--- config.mk ---
export PLATFORM = sky130hd
export DESIGN_NAME = fifo_queue
export DESIGN_NICKNAME = d
export VERILOG_FILES = /design/src/rtl/fifo_queue_pkg.sv /design/src/rtl/fifo_mem.sv /design/src/rtl/fifo_queue.sv
export SDC_FILE = /design/constraint.sdc
export NUM_CORES = 1
export LEC_CHECK = 0
export ABC_AREA = 1
export CAP_MARGIN = 25
export CORE_AREA = 2 2 252 254
export CTS_CLUSTER_SIZE = 8
export DETAILED_ROUTE_END_ITERATION = 6
export DIE_AREA = 0 0 254 256
export SYNTH_ARGS = -nofsm -noshare
export SYNTH_HDL_FRONTEND = slang
export SYNTH_SLANG_ARGS = --single-unit
--- constraint.sdc ---
create_clock -name clk -period 2.5 [get_ports clk]
set_input_delay 0.5 -clock clk [delete_from_list [all_inputs] [get_ports clk]]
set_output_delay 0.5 -clock clk [all_outputs]
set_load 0.02 [all_outputs]
--- src/rtl/fifo_queue_pkg.sv ---
// Shared definitions for the circular FIFO: preload modes, the per-edge
// operation encoding and the free-list preload formula.
package fifo_queue_pkg;

    localparam int INIT_FREELIST = 1;

    typedef enum logic [1:0] {
        OP_IDLE = 2'b00,
        OP_POP  = 2'b01,
        OP_PUSH = 2'b10,
        OP_BOTH = 2'b11
    } fifoOp_e;

    // Free-list entry i holds physical register D/2 + i, D = 2^addrWidth.
    function automatic int unsigned preloadEntry(input int unsigned addrWidth,
                                                 input int unsigned index);
        return (32'd1 << (addrWidth - 1)) + index;
    endfunction

endpackage

--- src/rtl/fifo_mem.sv ---
// D x DATA_WIDTH register array: one synchronous write port, one
// asynchronous read port, with an optional free-list image loaded at reset.
module fifo_mem
    import fifo_queue_pkg::*;
#(
    parameter int DATA_WIDTH = 32,
    parameter int ADDR_WIDTH = 4,
    parameter int INIT_CODE  = 0
) (
    input  logic                  clk,
    input  logic                  reset,
    input  logic                  writeEnable,
    input  logic [ADDR_WIDTH-1:0] writeAddr,
    input  logic [DATA_WIDTH-1:0] writeData,
    input  logic [ADDR_WIDTH-1:0] readAddr,
    output logic [DATA_WIDTH-1:0] readData
);

    localparam int DEPTH = 1 << ADDR_WIDTH;

    logic [DATA_WIDTH-1:0] mem [DEPTH];

    // Lower half of the array carries the free-list image; the rest is zero.
    function automatic logic [DATA_WIDTH-1:0] resetValue(input int index);
        if ((INIT_CODE == INIT_FREELIST) && (index < DEPTH / 2)) begin
            return DATA_WIDTH'(preloadEntry(ADDR_WIDTH, index));
        end
        return '0;
    endfunction

    // Storage: forced to its reset image asynchronously, otherwise written at the tail.
    always_ff @(posedge clk or negedge reset) begin
        if (!reset) begin
            for (int i = 0; i < DEPTH; i++) begin
                mem[i] <= resetValue(i);
            end
        end else if (writeEnable) begin
            mem[writeAddr] <= writeData;
        end
    end

    assign readData = mem[readAddr];

endmodule

--- src/rtl/fifo_queue.sv ---
// Single-clock circular FIFO with first-word fall-through head output,
// synchronous flush and optional free-list preload at reset.
module fifo_queue
    import fifo_queue_pkg::*;
#(
    parameter int DATA_WIDTH = 32,
    parameter int ADDR_WIDTH = 4,
    parameter int SHOW_DEBUG = 0,
    parameter int INIT_CODE  = 0,
    parameter     QUEUE_NAME = "QUEUE"
) (
    input  logic                  clk,
    input  logic                  reset,
    input  logic                  pushReq_IN,
    input  logic [DATA_WIDTH-1:0] data_IN,
    input  logic                  popReq_IN,
    output logic [DATA_WIDTH-1:0] data_OUT,
    output logic                  fullFlag_OUT,
    output logic                  emptyFlag_OUT,
    input  logic                  flush_IN
);

    localparam logic [ADDR_WIDTH:0]   fullCount = {1'b1, {ADDR_WIDTH{1'b0}}};
    localparam logic [ADDR_WIDTH:0]   halfCount = {2'b01, {(ADDR_WIDTH - 1){1'b0}}};
    localparam logic [ADDR_WIDTH-1:0] halfPtr   = {1'b1, {(ADDR_WIDTH - 1){1'b0}}};
    localparam bit                    preload   = (INIT_CODE == INIT_FREELIST);

    logic [ADDR_WIDTH-1:0] headPtr;
    logic [ADDR_WIDTH-1:0] tailPtr;
    logic [ADDR_WIDTH:0]   count;
    logic [ADDR_WIDTH:0]   nextCount;
    logic                  popEffective;
    logic                  pushEffective;
    logic [DATA_WIDTH-1:0] headData;
    fifoOp_e               opKind;

    // Decide which requests take effect; a pop frees the slot a full-queue push needs.
    always_comb begin
        popEffective  = popReq_IN && (count != '0);
        pushEffective = pushReq_IN && ((count != fullCount) || popEffective);
        opKind        = fifoOp_e'({pushEffective, popEffective});
        nextCount     = count;
        case (opKind)
            OP_PUSH: nextCount = count + 1'b1;
            OP_POP:  nextCount = count - 1'b1;
            OP_BOTH: nextCount = count;
            default: nextCount = count;
        endcase
    end

    // Pointer and occupancy state; flush overrides any concurrent push or pop.
    always_ff @(posedge clk or negedge reset) begin
        if (!reset) begin
            headPtr <= '0;
            tailPtr <= preload ? halfPtr : '0;
            count   <= preload ? halfCount : '0;
        end else if (flush_IN) begin
            headPtr <= '0;
            tailPtr <= '0;
            count   <= '0;
        end else begin
            if (popEffective) begin
                headPtr <= headPtr + 1'b1;
            end
            if (pushEffective) begin
                tailPtr <= tailPtr + 1'b1;
            end
            count <= nextCount;
        end
    end

    fifo_mem #(
        .DATA_WIDTH (DATA_WIDTH),
        .ADDR_WIDTH (ADDR_WIDTH),
        .INIT_CODE  (INIT_CODE)
    ) storage (
        .clk         (clk),
        .reset       (reset),
        .writeEnable (pushEffective && !flush_IN),
        .writeAddr   (tailPtr),
        .writeData   (data_IN),
        .readAddr    (headPtr),
        .readData    (headData)
    );

    assign emptyFlag_OUT = (count == '0);
    assign fullFlag_OUT  = (count == fullCount);
    assign data_OUT      = emptyFlag_OUT ? '0 : headData;

    // Simulation trace of every effective operation; count shown is the pre-edge value.
    always @(posedge clk) begin
        if ((SHOW_DEBUG != 0) && reset) begin
            if (flush_IN) begin
                $info("%s: flush count=%0d", QUEUE_NAME, count);
            end else begin
                if (pushEffective) begin
                    $info("%s: push data=%h count=%0d", QUEUE_NAME, data_IN, count);
                end
                if (popEffective) begin
                    $info("%s: pop data=%h count=%0d", QUEUE_NAME, data_OUT, count);
                end
            end
        end
    end

endmodule

Word-level counts from Yosys, hierarchy flattened:

Cells that the tools add are included.

* add/sub/neg operators: 4
* magnitude comparators: 3
* equal/unequal tests: 4
* multiplexer cells: 13
* bitwise logic cells: 2
* reduce and logical (&&, ||, !) cells: 11

Operators by type and width (count)
* bitwise mux 512 bit: 1
* binary-select mux 32 bit (select 4 bit): 1
* demux 32 bit (select 4 bit): 1
* 2-to-1 mux 32 bit: 4
* 2-to-1 mux 4 bit: 4
* >= comparator 5 bit, second input constant: 2
* inverter 4 -> 5 bit: 2
* case mux 5 bit (2 select lines): 1
* adder 4 x 1 -> 4 bit, second input constant: 2
* adder 5 x 1 -> 5 bit, second input constant: 1
* equality test 5 bit, second input constant: 1
* logical NOT 5 bit: 1
* less-than comparator 5 x 1 -> 1 bit, second input constant: 1
* 2-to-1 mux 5 bit: 1
* != test 5 bit, second input constant: 1
* nonzero test 5 bit: 1
* subtractor 5 x 1 -> 5 bit, second input constant: 1
* logical AND 1 bit: 4
* nonzero test 2 bit: 2
* nonzero test 3 bit: 1
* equality test 2 x 1 -> 1 bit, second input constant: 1
* equality test 2 bit, second input constant: 1
* logical NOT 1 bit: 1
* logical OR 1 bit: 1

* register bits after elaboration: 525

Depth between registers and ports, before layout:

Gate-level depths: netlist of run 1.

* depth in word-level cells: 7
* depth in mapped cells: 14
* mapped depth without buffers: 14

Cells and area by module:

From an unflattened synthesis of run 1, not the netlist that was laid out.

* cells, all modules: 3439
* area total of the unflattened synthesis: 25650.9 um2

Modules (own cells, without submodules)
* fifo_mem: instances 1, cells an instance 3275, area an instance 24543.5 um2, sequential area each 12812.3 um2
* fifo_queue: instances 1, cells an instance 164, area an instance 1107.3 um2, sequential area each 325.3 um2

Worst setup path after synthesis of run 1:

OpenSTA, ideal clock, no wires.

* kind: flip-flop to output port
* from: register headPtr[0]
* to: output data_OUT[28]
* arrival: 1.912 ns
* data required time: 2.000 ns
* path slack: 0.088 ns
* stages on the path, launching flop included: 10
* buffers on the path: 4
* cell sequence: dfrtp_1 > buf_2 > inv_1 > buf_2 > buf_2 > clkbuf_1 > o21ai_0 > o211ai_1 > nand3_1 > a21oi_1

* cells in the longest elaborated chain, start to end: 5

RTL lines
* start, declared: line fifo_queue.sv:28 `logic [ADDR_WIDTH-1:0] headPtr;`
* start signal, assigned: line fifo_queue.sv:63 `headPtr <= headPtr + 1'b1;`
* inverter 4 -> 5 bit (implied by the code): line fifo_mem.sv:42 `assign readData = mem[readAddr];`
* binary-select mux 32 bit (select 4 bit): line fifo_mem.sv:42
* 2-to-1 mux 32 bit (implied by the code) (2 in series): line fifo_mem.sv:42
* 2-to-1 mux 32 bit: line fifo_queue.sv:88 `assign data_OUT = emptyFlag_OUT ? '0 : headData;`
* end, declared: line fifo_queue.sv:17 `output logic [DATA_WIDTH-1:0] data_OUT,`

No other way between the ends. The select of a mux whose other input is x is not followed.

Worst setup path in the final report of run 1:

* from: register headPtr[0]
* to: output data_OUT[13]

The elaborated chain is that of the path after synthesis.

==> impl_results.html, run 1 <==
<table>
<tr><th>Metric</th><th>Value</th></tr>
<tr><th colspan="2">Outcome</th></tr>
<tr><td>Status</td><td>finished, violations left</td></tr>
<tr><td>Violated checks</td><td>negative setup slack</td></tr>
<tr><th colspan="2">Placement</th></tr>
<tr><td>RePlAce Congestion</td><td>0.831</td></tr>
<tr><td>Port Buffers</td><td>70</td></tr>
<tr><td>Placed wire-length estimate after detailed placement</td><td>43700 µm</td></tr>
<tr><th colspan="2">Setup path</th></tr>
<tr><td>Endpoint type of the worst setup path</td><td>output pin</td></tr>
<tr><td>Cell with the most instances on the worst path</td><td>sky130_fd_sc_hd__buf_8</td></tr>
<tr><td>CP Data Arrival Time</td><td>2.53 ns</td></tr>
<tr><td>Worst setup path start</td><td>headPtr[0]$_DFFE_PN0P_</td></tr>
<tr><td>Cell at the slowest stage of the critical path</td><td>sky130_fd_sc_hd__dfrtp_4</td></tr>
<tr><td>Cell class contributing the biggest share of worst-path delay</td><td>buffers and inverters</td></tr>
<tr><td>CP Capture Point</td><td>data_OUT[13]</td></tr>
<tr><td>Critical path type</td><td>register to output pin</td></tr>
<tr><td>Worst Setup Start Kind</td><td>register</td></tr>
<tr><td>Crit Reg-Reg Endpoint</td><td>storage.mem[270]$_DFFE_PN0P_</td></tr>
<tr><td>Longest individual stage delay on the worst path</td><td>0.51 ns</td></tr>
<tr><td>Worst Path Required</td><td>2.00 ns</td></tr>
<tr><td>Count of buffering cells on the critical path with inverters included</td><td>6</td></tr>
<tr><td>Cell count along the critical path</td><td>10</td></tr>
<tr><td>CP Max Fanout</td><td>6</td></tr>
<tr><td>Cell count of the worst reg-to-reg path</td><td>11</td></tr>
<tr><td>Setup slack, reg-to-reg</td><td>0.24 ns</td></tr>
<tr><td>CP cell instances</td><td>buf_12 -&gt; clkinv_8 -&gt; buf_8 -&gt; buf_8 -&gt; clkbuf_16 -&gt; o21ai_0 -&gt; o211ai_1 -&gt; nand3_1 -&gt; a21oi_2 -&gt; buf_4</td></tr>
<tr><td>R2r startpoint</td><td>count[1]$_DFFE_PN0P_</td></tr>
<tr><th colspan="2">Synthesis</th></tr>
<tr><td>Portion of the post-synthesis area used by sequential elements</td><td>53.2%</td></tr>
<tr><td>Syn nets</td><td>2872</td></tr>
<tr><td>Synthesis-stage register bit count</td><td>525</td></tr>
<tr><td>Post-synthesis instance total</td><td>2828</td></tr>
<tr><td>Synth Warn #</td><td>0</td></tr>
<tr><td>Async set or reset register ratio after synthesis</td><td>100%</td></tr>
<tr><td>Synth Area per Inst</td><td>8.73 µm²</td></tr>
<tr><td>Unique cell type count in the Yosys netlist</td><td>29</td></tr>
<tr><td>Area of the mapped netlist</td><td>0.0247 mm²</td></tr>
<tr><td>Top_reg_cell synth</td><td>sky130_fd_sc_hd__dfrtp_1</td></tr>
<tr><td>Number of enable-type register cells in the synthesized netlist</td><td>0</td></tr>
<tr><th colspan="2">Drt</th></tr>
<tr><td>Violation count after the first detailed-route iteration</td><td>1981</td></tr>
<tr><td>WL final</td><td>76300 µm</td></tr>
<tr><td>Via count</td><td>21030</td></tr>
<tr><td>First-pass iteration count of the detailed router</td><td>5</td></tr>
<tr><td>Post-detailed-route count of antenna-violating nets</td><td>0</td></tr>
<tr><td>Number of remaining DRC errors</td><td>0</td></tr>
<tr><td>Per-cell routed wire length</td><td>20.1 µm</td></tr>
<tr><td>Vias/cell</td><td>5.54</td></tr>
<tr><th colspan="2">STA</th></tr>
<tr><td>Worst Slack Setup Final</td><td>-0.529 ns</td></tr>
<tr><td>Highest clock rate</td><td>330 MHz</td></tr>
<tr><td>Setup skew after layout</td><td>0.0240 ns</td></tr>
<tr><td>Part of the cycle the worst path needs</td><td>121%</td></tr>
<tr><td>Minimum period implied by the final worst setup slack</td><td>3.03 ns</td></tr>
<tr><td>Hold Fails Final Rpt</td><td>0</td></tr>
<tr><td>Relative slew margins</td><td>58.2%</td></tr>
<tr><td>Transition time of the tightest slew-check pin</td><td>0.627 ns</td></tr>
<tr><td>Setup tns final</td><td>-12.93 ns</td></tr>
<tr><td>Final number of setup-violating endpoints</td><td>32</td></tr>
<tr><td>Final Max Slew Viols</td><td>0</td></tr>
<tr><td>Unrepaired setup endpoints after global routing</td><td>yes</td></tr>
<tr><th colspan="2">Clock network</th></tr>
<tr><td>Number of levels the H-tree was split into</td><td>3</td></tr>
<tr><td>Clock slew at the register clock pins of the worst setup and hold paths</td><td>0.06 ns</td></tr>
<tr><td>Clock buffer count from CTS</td><td>75</td></tr>
<tr><td>Longest Clk Path Bufs</td><td>3</td></tr>
<tr><td>Clock sink count</td><td>525</td></tr>
<tr><td>Clock tree from TritonCTS</td><td>yes</td></tr>
<tr><td>Clock latency on the worst-skew pair</td><td>0.62 ns</td></tr>
<tr><td>Clock Tree Root</td><td>sky130_fd_sc_hd__clkbuf_16</td></tr>
<tr><th colspan="2">Power</th></tr>
<tr><td>Total leakage power</td><td>13.7 nW</td></tr>
<tr><td>Net switching fraction of the power</td><td>35.1%</td></tr>
<tr><td>Internal power consumption</td><td>21.2 mW</td></tr>
<tr><td>Fraction of power consumed by combinational cells</td><td>40.7%</td></tr>
<tr><td>Power per cell area</td><td>1060 mW/mm²</td></tr>
<tr><td>Reg power frac</td><td>31.5%</td></tr>
<tr><td>Switch Pwr</td><td>11.4 mW</td></tr>
<tr><td>Worst vdd rail ir drop</td><td>0.000661 V</td></tr>
<tr><td>Clock network power share</td><td>27.8%</td></tr>
<tr><th colspan="2">Finish</th></tr>
<tr><td>Fraction of layout instances using a drive strength above 1</td><td>14.6%</td></tr>
<tr><td>Antenna cells</td><td>0</td></tr>
<tr><td>Core utilization of the finished layout</td><td>49.3%</td></tr>
<tr><td>Layout overhead on the synthesized area</td><td>24.7%</td></tr>
<tr><td>Most common cell after layout, fill and taps aside</td><td>sky130_fd_sc_hd__nand2_1</td></tr>
<tr><td>Highest-count cells in the layout ignoring fill and taps</td><td>sky130_fd_sc_hd__nand2_1, sky130_fd_sc_hd__dfrtp_1, sky130_fd_sc_hd__o21ai_0</td></tr>
<tr><td>Final Net Count</td><td>2989</td></tr>
<tr><th colspan="2">GRT</th></tr>
<tr><td>Global-route track usage on met1</td><td>30.9%</td></tr>
<tr><td>Most heavily used metal layer in global routing</td><td>met2</td></tr>
<tr><td>Global routing met2 resource utilization</td><td>37.3%</td></tr>
<tr><td>Pin count of the biggest net entering global routing</td><td>76</td></tr>
<tr><td>Number of antenna violations at the first check in global routing</td><td>0</td></tr>
<tr><td>Vias in the first global route</td><td>20241</td></tr>
<tr><td>Remaining global-route overflow</td><td>0</td></tr>
<tr><td>GR met3 Demand/Resource</td><td>3.19%</td></tr>
<tr><td>GRT Total Usage</td><td>22.9%</td></tr>
<tr><td>First-pass GRT wire length</td><td>116000 µm</td></tr>
<tr><th colspan="2">Die</th></tr>
<tr><td>DIE AREA</td><td>0.0650 mm²</td></tr>
<tr><td>Core Area</td><td>0.0624 mm²</td></tr>
<tr><td>Number of top-level pins</td><td>71</td></tr>
<tr><td>Initial cell density of the core</td><td>39.6%</td></tr>
<tr><td>Die span in y</td><td>256 µm</td></tr>
<tr><td>Die width</td><td>254 µm</td></tr>
<tr><td>Placement row count</td><td>92</td></tr>
<tr><th colspan="2">Flow run</th></tr>
<tr><td>Max-capacitance violation count</td><td>0</td></tr>
<tr><th colspan="2">Hold path</th></tr>
<tr><td>Min-Delay Path Class</td><td>input port to asynchronous set/reset pin</td></tr>
</table>
-- area by class of cell --
type,count,area [µm²]
multi-input cells,1865,9970
well taps,846,1060
clock buffers,80,1960
repair buffers,274,3740
fillers,5708,31600
clock inverters,5,62.6
flip-flops and latches,525,13100
repair inverters,4,56.3
inverters,200,793
-- worst min path at each step --
stage                                       startpoint                      endpoint  slack (ns)  depth (start not counted)
after floorplan                                  reset          count[0]$_DFFE_PN0P_        0.20                          0
after global placement     storage.mem[25]$_DFFE_PN0P_   storage.mem[25]$_DFFE_PN0P_        0.46                          2
after detailed placement  storage.mem[157]$_DFFE_PN0P_  storage.mem[157]$_DFFE_PN0P_        0.47                          2
after CTS                                        reset  storage.mem[249]$_DFFE_PN0P_        0.47                          2
after global routing      storage.mem[450]$_DFFE_PN0P_  storage.mem[450]$_DFFE_PN0P_        0.49                          1
final                                            reset    storage.mem[4]$_DFFE_PN0P_        0.44                          2
-- power by group through the flow --
stage               combinational, mW  clock [mW]  sequential (mW)
finish                           13.3        9.07             10.3
global route                     14.3        9.62             10.4
CTS                              11.2        9.25             10.3
detailed placement               10.3           0             10.4
global placement                 10.2           0             10.3
floorplan                        6.15           0             10.2
-- cell usage after synthesis, types with 4 or more instances --
cell type | number | share of area [%]
sky130_fd_sc_hd__nand3_1 | 57 | 1.2
sky130_fd_sc_hd__dfrtp_1 | 525 | 53
sky130_fd_sc_hd__nand2_1 | 559 | 8.5
sky130_fd_sc_hd__buf_6 | 12 | 0.55
sky130_fd_sc_hd__a21oi_1 | 166 | 3.4
sky130_fd_sc_hd__ha_1 | 7 | 0.35
sky130_fd_sc_hd__o21ai_1 | 11 | 0.22
sky130_fd_sc_hd__buf_2 | 29 | 0.59
sky130_fd_sc_hd__nor2_8 | 9 | 0.73
sky130_fd_sc_hd__clkbuf_1 | 155 | 2.4
sky130_fd_sc_hd__nor2_4 | 4 | 0.18
sky130_fd_sc_hd__nand4_1 | 5 | 0.13
sky130_fd_sc_hd__inv_1 | 200 | 3.0
sky130_fd_sc_hd__buf_4 | 32 | 0.97
sky130_fd_sc_hd__nand3_2 | 4 | 0.16
sky130_fd_sc_hd__nor2_1 | 122 | 1.9
sky130_fd_sc_hd__o21a_1 | 240 | 7.3
sky130_fd_sc_hd__buf_1 | 9 | 0.14
sky130_fd_sc_hd__nand2_4 | 4 | 0.18
sky130_fd_sc_hd__a31oi_1 | 16 | 0.41
sky130_fd_sc_hd__o211ai_1 | 112 | 3.4
sky130_fd_sc_hd__o21ai_0 | 543 | 11
-- sequential cells by signal, indices dropped and copies added (netlist names) --
signal       cells
storage.mem    512
count            5
headPtr          4
tailPtr          4
-- logic make-up after synthesis --
logic type	synth area share, %
adders and majority gates	0.355
and+or+nand+nor	13.0
DFF	53.2
buffers and inverters	7.66
AOI/OAI and AO/OA	25.8
-- metal layers --
layer  wire [µm]  part of all wire (%)  vias to the layer above
met3        4500                   5.9                      170
met4        2470                   3.2                        0
met5           0                     0                        -
li1            -                     -                     9720
met2       36500                    48                      761
met1       32900                    43                    10379
-- timing repair --
action | in CTS | in global routing
hold buffers | 1 | 0
endpoints found under the setup margin | 34 | 34
resized for setup | 251 | 168
hold endpoints to repair | 37 | 0
cloned | 8 | 27
pin swaps | 9 | 66
setup buffers | 6 | 24
-- through the flow --
stage          hold WS, ns  instances  power (mW)  area [µm²]  setup WS, ns
6_report             0.442       3799        32.6       30800        -0.529
4_1_cts              0.475       3750        30.8       29600        -0.506
5_1_grt              0.490       3799        34.3       30800        -0.591
3_3_place_gp         0.460       3650        20.5       27100        -0.318
2_1_floorplan        0.204       2828        16.3       24700        0.0880
3_5_place_dp         0.467       3650        20.7       27100        -0.297
No activity file was read; power rests on OpenSTA's default activity.
==> inputs of run 2 (changes only) <==
==> constraint.sdc (replaced) <==
create_clock -name clk -period 3.75 [get_ports clk]
set_input_delay 0.75 -clock clk [delete_from_list [all_inputs] [get_ports clk]]
set_output_delay 0.75 -clock clk [all_outputs]
set_load 0.02 [all_outputs]
==> impl_results.html, run 2 (same netlist as run 1, synthesis figures left out) <==
<table>
<tr><th>Metric</th><th>Value</th></tr>
<tr><th colspan="2">STA</th></tr>
<tr><td>Final number of setup-violating endpoints</td><td>0 (was 32)</td></tr>
<tr><td>Setup skew after layout</td><td>0.0236 ns (was 0.0240 ns)</td></tr>
<tr><td>Unrepaired setup endpoints after global routing</td><td>no (was yes)</td></tr>
<tr><td>Highest clock rate</td><td>275 MHz</td></tr>
<tr><td>Minimum period implied by the final worst setup slack</td><td>3.64 ns</td></tr>
<tr><td>Hold Fails Final Rpt</td><td>0 (unchanged)</td></tr>
<tr><td>Setup tns final</td><td>0 ns (was -12.93 ns)</td></tr>
<tr><td>Final Max Slew Viols</td><td>0 (unchanged)</td></tr>
<tr><td>Transition time of the tightest slew-check pin</td><td>0.709 ns (was 0.627 ns)</td></tr>
<tr><td>Relative slew margins</td><td>52.7% (was 58.2%)</td></tr>
<tr><td>Part of the cycle the worst path needs</td><td>97.0%</td></tr>
<tr><th colspan="2">Power</th></tr>
<tr><td>Switch Pwr</td><td>6.76 mW (was 11.4 mW)</td></tr>
<tr><td>Fraction of power consumed by combinational cells</td><td>33.2% (was 40.7%)</td></tr>
<tr><td>Power per cell area</td><td>678 mW/mm² (was 1060 mW/mm²)</td></tr>
<tr><td>Reg power frac</td><td>35.7% (was 31.5%)</td></tr>
<tr><td>Internal power consumption</td><td>12.5 mW (was 21.2 mW)</td></tr>
<tr><td>Total leakage power</td><td>12.7 nW (was 13.7 nW)</td></tr>
<tr><td>Worst vdd rail ir drop</td><td>0.000414 V (was 0.000661 V)</td></tr>
<tr><td>Clock network power share</td><td>31.2% (was 27.8%)</td></tr>
<tr><td>Net switching fraction of the power</td><td>35.2% (was 35.1%)</td></tr>
<tr><th colspan="2">Die</th></tr>
<tr><td>Core Area</td><td>0.0624 mm² (unchanged)</td></tr>
<tr><td>DIE AREA</td><td>0.0650 mm² (unchanged)</td></tr>
<tr><td>Die width</td><td>254 µm (unchanged)</td></tr>
<tr><td>Number of top-level pins</td><td>71 (unchanged)</td></tr>
<tr><td>Initial cell density of the core</td><td>39.6% (unchanged)</td></tr>
<tr><td>Die span in y</td><td>256 µm (unchanged)</td></tr>
<tr><td>Placement row count</td><td>92 (unchanged)</td></tr>
<tr><th colspan="2">Clock network</th></tr>
<tr><td>Clock tree from TritonCTS</td><td>yes (unchanged)</td></tr>
<tr><td>Clock Tree Root</td><td>sky130_fd_sc_hd__clkbuf_16 (unchanged)</td></tr>
<tr><td>Setup repair bufs after CTS</td><td>0 (was 6)</td></tr>
<tr><td>Clock slew at the register clock pins of the worst setup and hold paths</td><td>0.05 ns (was 0.06 ns)</td></tr>
<tr><td>Clock buffer count from CTS</td><td>75 (unchanged)</td></tr>
<tr><td>Clock latency on the worst-skew pair</td><td>0.61 ns (was 0.62 ns)</td></tr>
<tr><td>Number of levels the H-tree was split into</td><td>3 (unchanged)</td></tr>
<tr><td>Clock sink count</td><td>525 (unchanged)</td></tr>
<tr><td>CTS Hold Bufs</td><td>0 (was 1)</td></tr>
<tr><td>Longest Clk Path Bufs</td><td>3 (unchanged)</td></tr>
<tr><th colspan="2">Setup path</th></tr>
<tr><td>CP cell instances</td><td>inv_16 -&gt; buf_12 -&gt; o21ai_0 -&gt; o211ai_1 -&gt; nand3_1 -&gt; a21oi_1 -&gt; clkdlybuf4s50_1 (was buf_12 -&gt; clkinv_8 -&gt; buf_8 -&gt; buf_8 -&gt; clkbuf_16 -&gt; o21ai_0 -&gt; o211ai_1 -&gt; nand3_1 -&gt; a21oi_2 -&gt; buf_4)</td></tr>
<tr><td>Longest individual stage delay on the worst path</td><td>0.64 ns (was 0.51 ns)</td></tr>
<tr><td>Cell count of the worst reg-to-reg path</td><td>10 (was 11)</td></tr>
<tr><td>Cell at the slowest stage of the critical path</td><td>sky130_fd_sc_hd__clkdlybuf4s50_1 (was sky130_fd_sc_hd__dfrtp_4)</td></tr>
<tr><td>CP Data Arrival Time</td><td>2.89 ns (was 2.53 ns)</td></tr>
<tr><td>Worst Path Required</td><td>3.00 ns (was 2.00 ns)</td></tr>
<tr><td>Critical path type</td><td>register to output pin (unchanged)</td></tr>
<tr><td>CP Max Fanout</td><td>40 (was 6)</td></tr>
<tr><td>Worst Setup Start Kind</td><td>register (unchanged)</td></tr>
<tr><td>Endpoint type of the worst setup path</td><td>output pin (unchanged)</td></tr>
<tr><th colspan="2">Finish</th></tr>
<tr><td>Final Net Count</td><td>2852 (was 2989)</td></tr>
<tr><td>Largest register FFs</td><td>512 (unchanged)</td></tr>
<tr><td>Highest-count cells in the layout ignoring fill and taps</td><td>sky130_fd_sc_hd__nand2_1, sky130_fd_sc_hd__o21ai_0, sky130_fd_sc_hd__dfrtp_1 (was sky130_fd_sc_hd__nand2_1, sky130_fd_sc_hd__dfrtp_1, sky130_fd_sc_hd__o21ai_0)</td></tr>
<tr><td>Layout overhead on the synthesized area</td><td>14.8% (was 24.7%)</td></tr>
<tr><td>Register with the highest flop count</td><td>storage.mem (unchanged)</td></tr>
<tr><td>Most common cell after layout, fill and taps aside</td><td>sky130_fd_sc_hd__nand2_1 (unchanged)</td></tr>
<tr><td>Post-layout instance area</td><td>0.0284 mm² (was 0.0308 mm²)</td></tr>
<tr><td>Fraction of layout instances using a drive strength above 1</td><td>6.68% (was 14.6%)</td></tr>
<tr><td>Top flop regs</td><td>storage.mem: 512 flops, count: 5 flops (unchanged)</td></tr>
<tr><td>Number of standard cells in the layout, taps in and fillers out</td><td>3663 (was 3799)</td></tr>
<tr><td>Filler cell count</td><td>6027 (was 5708)</td></tr>
<tr><td>Core utilization of the finished layout</td><td>45.4% (was 49.3%)</td></tr>
<tr><th colspan="2">Drt</th></tr>
<tr><td>Post-detailed-route count of antenna-violating nets</td><td>0 (unchanged)</td></tr>
<tr><td>Vias/cell</td><td>5.45 (was 5.54)</td></tr>
<tr><td>Violation count after the first detailed-route iteration</td><td>1742 (was 1981)</td></tr>
<tr><td>Number of remaining DRC errors</td><td>0 (unchanged)</td></tr>
<tr><td>Per-cell routed wire length</td><td>19.3 µm (was 20.1 µm)</td></tr>
<tr><td>First-pass iteration count of the detailed router</td><td>5 (unchanged)</td></tr>
<tr><td>Via count</td><td>19970 (was 21030)</td></tr>
<tr><td>WL final</td><td>70900 µm (was 76300 µm)</td></tr>
<tr><th colspan="2">Flow run</th></tr>
<tr><td>Max-capacitance violation count</td><td>0 (unchanged)</td></tr>
<tr><th colspan="2">Hold path</th></tr>
<tr><td>Min-Delay Path Class</td><td>input port to asynchronous set/reset pin (unchanged)</td></tr>
<tr><th colspan="2">Placement</th></tr>
<tr><td>Standard cell area after detailed placement</td><td>0.0263 mm² (was 0.0271 mm²)</td></tr>
<tr><td>Port Buffers</td><td>70 (unchanged)</td></tr>
<tr><td>Placed wire-length estimate after detailed placement</td><td>39900 µm (was 43700 µm)</td></tr>
<tr><td>DP Cell Count</td><td>3574 (was 3650)</td></tr>
<tr><td>RePlAce Congestion</td><td>0.797 (was 0.831)</td></tr>
<tr><th colspan="2">GRT</th></tr>
<tr><td>Pin count of the biggest net entering global routing</td><td>102 (was 76)</td></tr>
<tr><td>GRT Total Usage</td><td>22.2% (was 22.9%)</td></tr>
<tr><td>Number of antenna violations at the first check in global routing</td><td>2 (was 0)</td></tr>
<tr><td>First-pass GRT wire length</td><td>112000 µm (was 116000 µm)</td></tr>
<tr><td>Vias in the first global route</td><td>19677 (was 20241)</td></tr>
<tr><td>Remaining global-route overflow</td><td>0 (unchanged)</td></tr>
<tr><th colspan="2">Outcome</th></tr>
<tr><td>Status</td><td>complete, no violations (was finished, violations left)</td></tr>
</table>
run 2: cell count changes in the layout (fill, tap and decap cells not counted), sizes merged, moves of 2 or more:
cell / delta
dlymetal6s2s: +10
buf: -149
clkbuf: -18
clkinv: -3
clkdlybuf4s50: +6
inv: +2
dlygate4sd2: +17
run 2: layer usage:
layer | GRT usage, % | vias to the layer above | share of wire (%)
li1 | - | 9427 | -
met1 | 30.5 | 9840 | 45
met2 | 35.1 | 567 | 46
met3 | 3.45 | 134 | 5.4
met4 | 8.64 | 2 | 3.1
met5 | 0 | - | 0.018
run 2: per-stage QoR:
stage | power [mW] | setup slack, ns | hold WS (ns)
2_1_floorplan | 10.9 | 1.09 | 0.448
3_3_place_gp | 13.2 | 0.332 | 0.460
3_5_place_dp | 13.4 | 0.300 | 0.468
4_1_cts | 19.5 | 0.00233 | 0.0685
5_1_grt | 20.4 | 0.00126 | 0.106
6_report | 19.2 | 0.112 | 0.0838
run 2: repair_timing:
item,4_1_cts,5_1_grt
cloned,3,0
resized for setup,31,13
endpoints found under the setup margin,32,13
run 2: worst max-delay path, delay by kind of cell (launching register included):
family	cells	cell delay (ns)
DFF	1	0.59
buffers and inverters	3	1.06
and+or+nand+nor	1	0.11
AOI/OAI and AO/OA	3	0.49
run 2: area by class of cell:
class,instances,area (µm²),share of cell area [%]
multi-input cells,1865,9680,34.1
inverters,200,783,2.76
well taps,846,1060,3.73
diodes,1,2.50,0.00883
flip-flops and latches,525,13100,46.4
repair inverters,2,17.5,0.0618
clock inverters,6,63.8,0.225
repair buffers,139,1670,5.89
clock buffers,79,1930,6.82
run 2: final timing paths:
kind                                                end  slack [ns]                          from
min                        storage.mem[227]$_DFFE_PN0P_        0.08                         reset
max reg2reg                storage.mem[274]$_DFFE_PN0P_        1.20          count[2]$_DFFE_PN0P_
min reg2reg                storage.mem[259]$_DFFE_PN0P_        0.48  storage.mem[259]$_DFFE_PN0P_
min in group clk           storage.mem[259]$_DFFE_PN0P_        0.48  storage.mem[259]$_DFFE_PN0P_
max                                        data_OUT[30]        0.11        headPtr[0]$_DFFE_PN0P_
max in group asynchronous    storage.mem[0]$_DFFE_PN0P_        2.75                         reset
run 2: power groups by stage:
stage / clock network [mW] / registers [mW] / logic (mW)
global placement: 0 / 6.87 / 6.38
finish: 6.00 / 6.86 / 6.38
detailed placement: 0 / 6.90 / 6.46
CTS: 6.15 / 6.84 / 6.49
floorplan: 0 / 6.78 / 4.10
global route: 6.35 / 6.94 / 7.10
==> inputs of run 3 (changes only) <==
--- a/config.mk
+++ b/config.mk
@@ -7,10 +7,13 @@
 export LEC_CHECK = 0
 export ABC_AREA = 1
 export CAP_MARGIN = 25
+export CELL_PAD_IN_SITES_DETAIL_PLACEMENT = 1
+export CELL_PAD_IN_SITES_GLOBAL_PLACEMENT = 1
 export CORE_AREA = 2 2 252 254
 export CTS_CLUSTER_SIZE = 8
 export DETAILED_ROUTE_END_ITERATION = 6
 export DIE_AREA = 0 0 254 256
+export PLACE_DENSITY_LB_ADDON = 0.1
 export SYNTH_ARGS = -nofsm -noshare
 export SYNTH_HDL_FRONTEND = slang
 export SYNTH_SLANG_ARGS = --single-unit
==> impl_results.html, run 3 (same netlist as run 1, synthesis figures left out) <==
<table>
<tr><th>Metric</th><th>Value</th></tr>
<tr><th colspan="2">Outcome</th></tr>
<tr><td>Status</td><td>complete, no violations (unchanged)</td></tr>
<tr><th colspan="2">Setup path</th></tr>
<tr><td>Cell at the slowest stage of the critical path</td><td>sky130_fd_sc_hd__clkdlybuf4s50_1 (unchanged)</td></tr>
<tr><td>Worst setup path start</td><td>headPtr[1]$_DFFE_PN0P_ (was headPtr[0]$_DFFE_PN0P_)</td></tr>
<tr><td>CP Max Fanout</td><td>31 (was 40)</td></tr>
<tr><td>Cell with the most instances on the worst path</td><td>sky130_fd_sc_hd__a21oi_1</td></tr>
<tr><td>CP cell instances</td><td>bufinv_16 -&gt; buf_4 -&gt; a21oi_1 -&gt; o21ai_0 -&gt; o211ai_1 -&gt; nand3_1 -&gt; a21oi_1 -&gt; clkdlybuf4s50_1 (was inv_16 -&gt; buf_12 -&gt; o21ai_0 -&gt; o211ai_1 -&gt; nand3_1 -&gt; a21oi_1 -&gt; clkdlybuf4s50_1)</td></tr>
<tr><td>R2r startpoint</td><td>count[0]$_DFFE_PN0P_ (was count[2]$_DFFE_PN0P_)</td></tr>
<tr><td>Cell count of the worst reg-to-reg path</td><td>10 (unchanged)</td></tr>
<tr><td>CP Data Arrival Time</td><td>2.91 ns (was 2.89 ns)</td></tr>
<tr><td>Endpoint type of the worst setup path</td><td>output pin (unchanged)</td></tr>
<tr><td>Setup slack, reg-to-reg</td><td>1.27 ns (was 1.20 ns)</td></tr>
<tr><td>Critical path type</td><td>register to output pin (unchanged)</td></tr>
<tr><td>CP Capture Point</td><td>data_OUT[5] (was data_OUT[30])</td></tr>
<tr><td>Crit Reg-Reg Endpoint</td><td>storage.mem[26]$_DFFE_PN0P_ (was storage.mem[274]$_DFFE_PN0P_)</td></tr>
<tr><td>Worst Path Required</td><td>3.00 ns (about the same)</td></tr>
<tr><td>Longest individual stage delay on the worst path</td><td>0.67 ns (was 0.64 ns)</td></tr>
<tr><td>Worst Setup Start Kind</td><td>register (unchanged)</td></tr>
<tr><th colspan="2">STA</th></tr>
<tr><td>Setup skew after layout</td><td>0.0156 ns (was 0.0236 ns)</td></tr>
<tr><td>Relative slew margins</td><td>41.9% (was 52.7%)</td></tr>
<tr><td>Part of the cycle the worst path needs</td><td>97.5% (was 97.0%)</td></tr>
<tr><td>Final number of setup-violating endpoints</td><td>0 (unchanged)</td></tr>
<tr><td>Final Max Slew Viols</td><td>0 (unchanged)</td></tr>
<tr><td>Unrepaired setup endpoints after global routing</td><td>yes (was no)</td></tr>
<tr><td>Worst-case hold slack</td><td>0.203 ns (was 0.0838 ns)</td></tr>
<tr><td>Minimum period implied by the final worst setup slack</td><td>3.66 ns (was 3.64 ns)</td></tr>
<tr><td>Hold Fails Final Rpt</td><td>0 (unchanged)</td></tr>
<tr><td>Highest clock rate</td><td>273 MHz (was 275 MHz)</td></tr>
<tr><td>Transition time of the tightest slew-check pin</td><td>0.872 ns (was 0.709 ns)</td></tr>
<tr><th colspan="2">Placement</th></tr>
<tr><td>RePlAce Congestion</td><td>0.763 (was 0.797)</td></tr>
<tr><td>Placed wire-length estimate after detailed placement</td><td>46500 µm (was 39900 µm)</td></tr>
<tr><td>Port Buffers</td><td>70 (unchanged)</td></tr>
<tr><td>DP Cell Count</td><td>3589 (was 3574)</td></tr>
<tr><th colspan="2">Die</th></tr>
<tr><td>Placement row count</td><td>92 (unchanged)</td></tr>
<tr><td>Initial cell density of the core</td><td>39.6% (unchanged)</td></tr>
<tr><td>DIE AREA</td><td>0.0650 mm² (unchanged)</td></tr>
<tr><td>Core Area</td><td>0.0624 mm² (unchanged)</td></tr>
<tr><td>Die width</td><td>254 µm (unchanged)</td></tr>
<tr><td>Die span in y</td><td>256 µm (unchanged)</td></tr>
<tr><td>Number of top-level pins</td><td>71 (unchanged)</td></tr>
<tr><th colspan="2">Finish</th></tr>
<tr><td>Register with the highest flop count</td><td>storage.mem (unchanged)</td></tr>
<tr><td>Core utilization of the finished layout</td><td>46.0% (was 45.4%)</td></tr>
<tr><td>Fraction of layout instances using a drive strength above 1</td><td>7.38% (was 6.68%)</td></tr>
<tr><td>Highest-count cells in the layout ignoring fill and taps</td><td>sky130_fd_sc_hd__nand2_1, sky130_fd_sc_hd__o21ai_0, sky130_fd_sc_hd__dfrtp_1 (unchanged)</td></tr>
<tr><td>Storage cell area</td><td>0.0131 mm² (unchanged)</td></tr>
<tr><td>Layout overhead on the synthesized area</td><td>16.3% (was 14.8%)</td></tr>
<tr><td>Largest register FFs</td><td>512 (unchanged)</td></tr>
<tr><td>Filler cell count</td><td>7240 (was 6027)</td></tr>
<tr><td>Antenna cells</td><td>0 (was 1)</td></tr>
<tr><td>Area of the multi-input gates</td><td>0.00970 mm² (was 0.00968 mm²)</td></tr>
<tr><td>Most common cell after layout, fill and taps aside</td><td>sky130_fd_sc_hd__nand2_1 (unchanged)</td></tr>
<tr><td>Final Net Count</td><td>2871 (was 2852)</td></tr>
<tr><td>Top flop regs</td><td>storage.mem: 512 flops, count: 5 flops (unchanged)</td></tr>
<tr><td>Number of standard cells in the layout, taps in and fillers out</td><td>3679 (was 3663)</td></tr>
<tr><th colspan="2">Hold path</th></tr>
<tr><td>Min-Delay Path Class</td><td>input port to asynchronous set/reset pin (unchanged)</td></tr>
<tr><th colspan="2">Clock network</th></tr>
<tr><td>Clock Tree Root</td><td>sky130_fd_sc_hd__clkbuf_16 (unchanged)</td></tr>
<tr><td>Clock slew at the register clock pins of the worst setup and hold paths</td><td>0.05 ns (about the same)</td></tr>
<tr><td>Clock buffer count from CTS</td><td>75 (unchanged)</td></tr>
<tr><td>Clock tree from TritonCTS</td><td>yes (unchanged)</td></tr>
<tr><td>CTS Hold Bufs</td><td>0 (unchanged)</td></tr>
<tr><td>Longest Clk Path Bufs</td><td>3 (unchanged)</td></tr>
<tr><td>Clock latency on the worst-skew pair</td><td>0.61 ns (about the same)</td></tr>
<tr><td>Clock sink count</td><td>525 (unchanged)</td></tr>
<tr><td>Number of levels the H-tree was split into</td><td>3 (unchanged)</td></tr>
<tr><th colspan="2">Drt</th></tr>
<tr><td>Violation count after the first detailed-route iteration</td><td>1080 (was 1742)</td></tr>
<tr><td>Per-cell routed wire length</td><td>21.8 µm (was 19.3 µm)</td></tr>
<tr><td>Number of remaining DRC errors</td><td>0 (unchanged)</td></tr>
<tr><td>Via count</td><td>20362 (was 19970)</td></tr>
<tr><td>First-pass iteration count of the detailed router</td><td>5 (unchanged)</td></tr>
<tr><td>Post-detailed-route count of antenna-violating nets</td><td>0 (unchanged)</td></tr>
<tr><td>WL final</td><td>80200 µm (was 70900 µm)</td></tr>
<tr><td>Vias/cell</td><td>5.53 (was 5.45)</td></tr>
<tr><th colspan="2">Power</th></tr>
<tr><td>Power per cell area</td><td>686 mW/mm² (was 678 mW/mm²)</td></tr>
<tr><td>Overall power after layout</td><td>19.7 mW (was 19.2 mW)</td></tr>
<tr><td>Total leakage power</td><td>12.9 nW (was 12.7 nW)</td></tr>
<tr><td>Worst vdd rail ir drop</td><td>0.000322 V (was 0.000414 V)</td></tr>
<tr><th colspan="2">GRT</th></tr>
<tr><td>Remaining global-route overflow</td><td>0 (unchanged)</td></tr>
<tr><td>Number of antenna violations at the first check in global routing</td><td>0 (was 2)</td></tr>
<tr><td>First-pass GRT wire length</td><td>126000 µm (was 112000 µm)</td></tr>
<tr><td>Pin count of the biggest net entering global routing</td><td>90 (was 102)</td></tr>
<tr><td>GRT Total Usage</td><td>25.1% (was 22.2%)</td></tr>
<tr><td>Vias in the first global route</td><td>21580 (was 19677)</td></tr>
<tr><th colspan="2">Flow run</th></tr>
<tr><td>Max-capacitance violation count</td><td>0 (unchanged)</td></tr>
</table>
run 3: worst max-delay path: cells and delay by family (launching register included):
kind,cells,cell delay (ns)
AOI/OAI and AO/OA,4,0.56
buffers and inverters,3,1.13
and+or+nand+nor,1,0.12
DFF,1,0.49
run 3: repair_timing:
item | in CTS | in global routing
hold endpoints to repair | 0 | 0
resized for setup | 32 | 15
endpoints found under the setup margin | 32 | 17
gates cloned | 2 | 2
setup buffers | 3 | 0
run 3: area by class of cell:
cell class	instances	area share, %
sequential	525	45.8
multi-input combinational	1865	33.8
timing repair buffer	158	6.97
clock buffer	81	6.91
tap	846	3.69
inverter	200	2.77
timing repair inverter	2	0.0697
clock inverter	2	0.0479
run 3: per-stage QoR:
step | setup slack (ns) | area, µm² | setup TNS (ns)
3_3_place_gp | 0.350 | 26500 | 0
3_5_place_dp | 0.374 | 26500 | 0
5_1_grt | -0.0263 | 28700 | -0.0487
6_report | 0.0927 | 28700 | 0
2_1_floorplan | 1.09 | 24700 | 0
4_1_cts | 0.00108 | 28600 | 0
run 3: metal layers:
| metal | vias to the layer above | global-route usage (%) | wire, µm |
|---|---|---|---|
| li1 | 9465 | - | - |
| met1 | 10472 | 33.8 | 36900 |
| met2 | 304 | 42.4 | 38800 |
| met3 | 121 | 3.42 | 2510 |
| met4 | 0 | 6.32 | 1950 |
| met5 | - | 0 | 0 |
run 3: worst min path at each step:
stage	start	end	slack (ns)	cells after the start
after detailed placement	storage.mem[21]$_DFFE_PN0P_	storage.mem[21]$_DFFE_PN0P_	0.47	2
after CTS	reset	storage.mem[233]$_DFFE_PN0P_	0.23	1
final	reset	storage.mem[390]$_DFFE_PN0P_	0.20	1
after global routing	reset	storage.mem[329]$_DFFE_PN0P_	0.25	1
after global placement	storage.mem[12]$_DFFE_PN0P_	storage.mem[12]$_DFFE_PN0P_	0.46	2
after floorplan	reset	count[0]$_DFFE_PN0P_	0.45	0
run 3: report_power, final:
part | switching, mW | internal (mW) | total, mW
Combinational | 4.20 | 2.55 | 6.75
Sequential | 0.398 | 6.45 | 6.85
Clock | 2.43 | 3.67 | 6.10
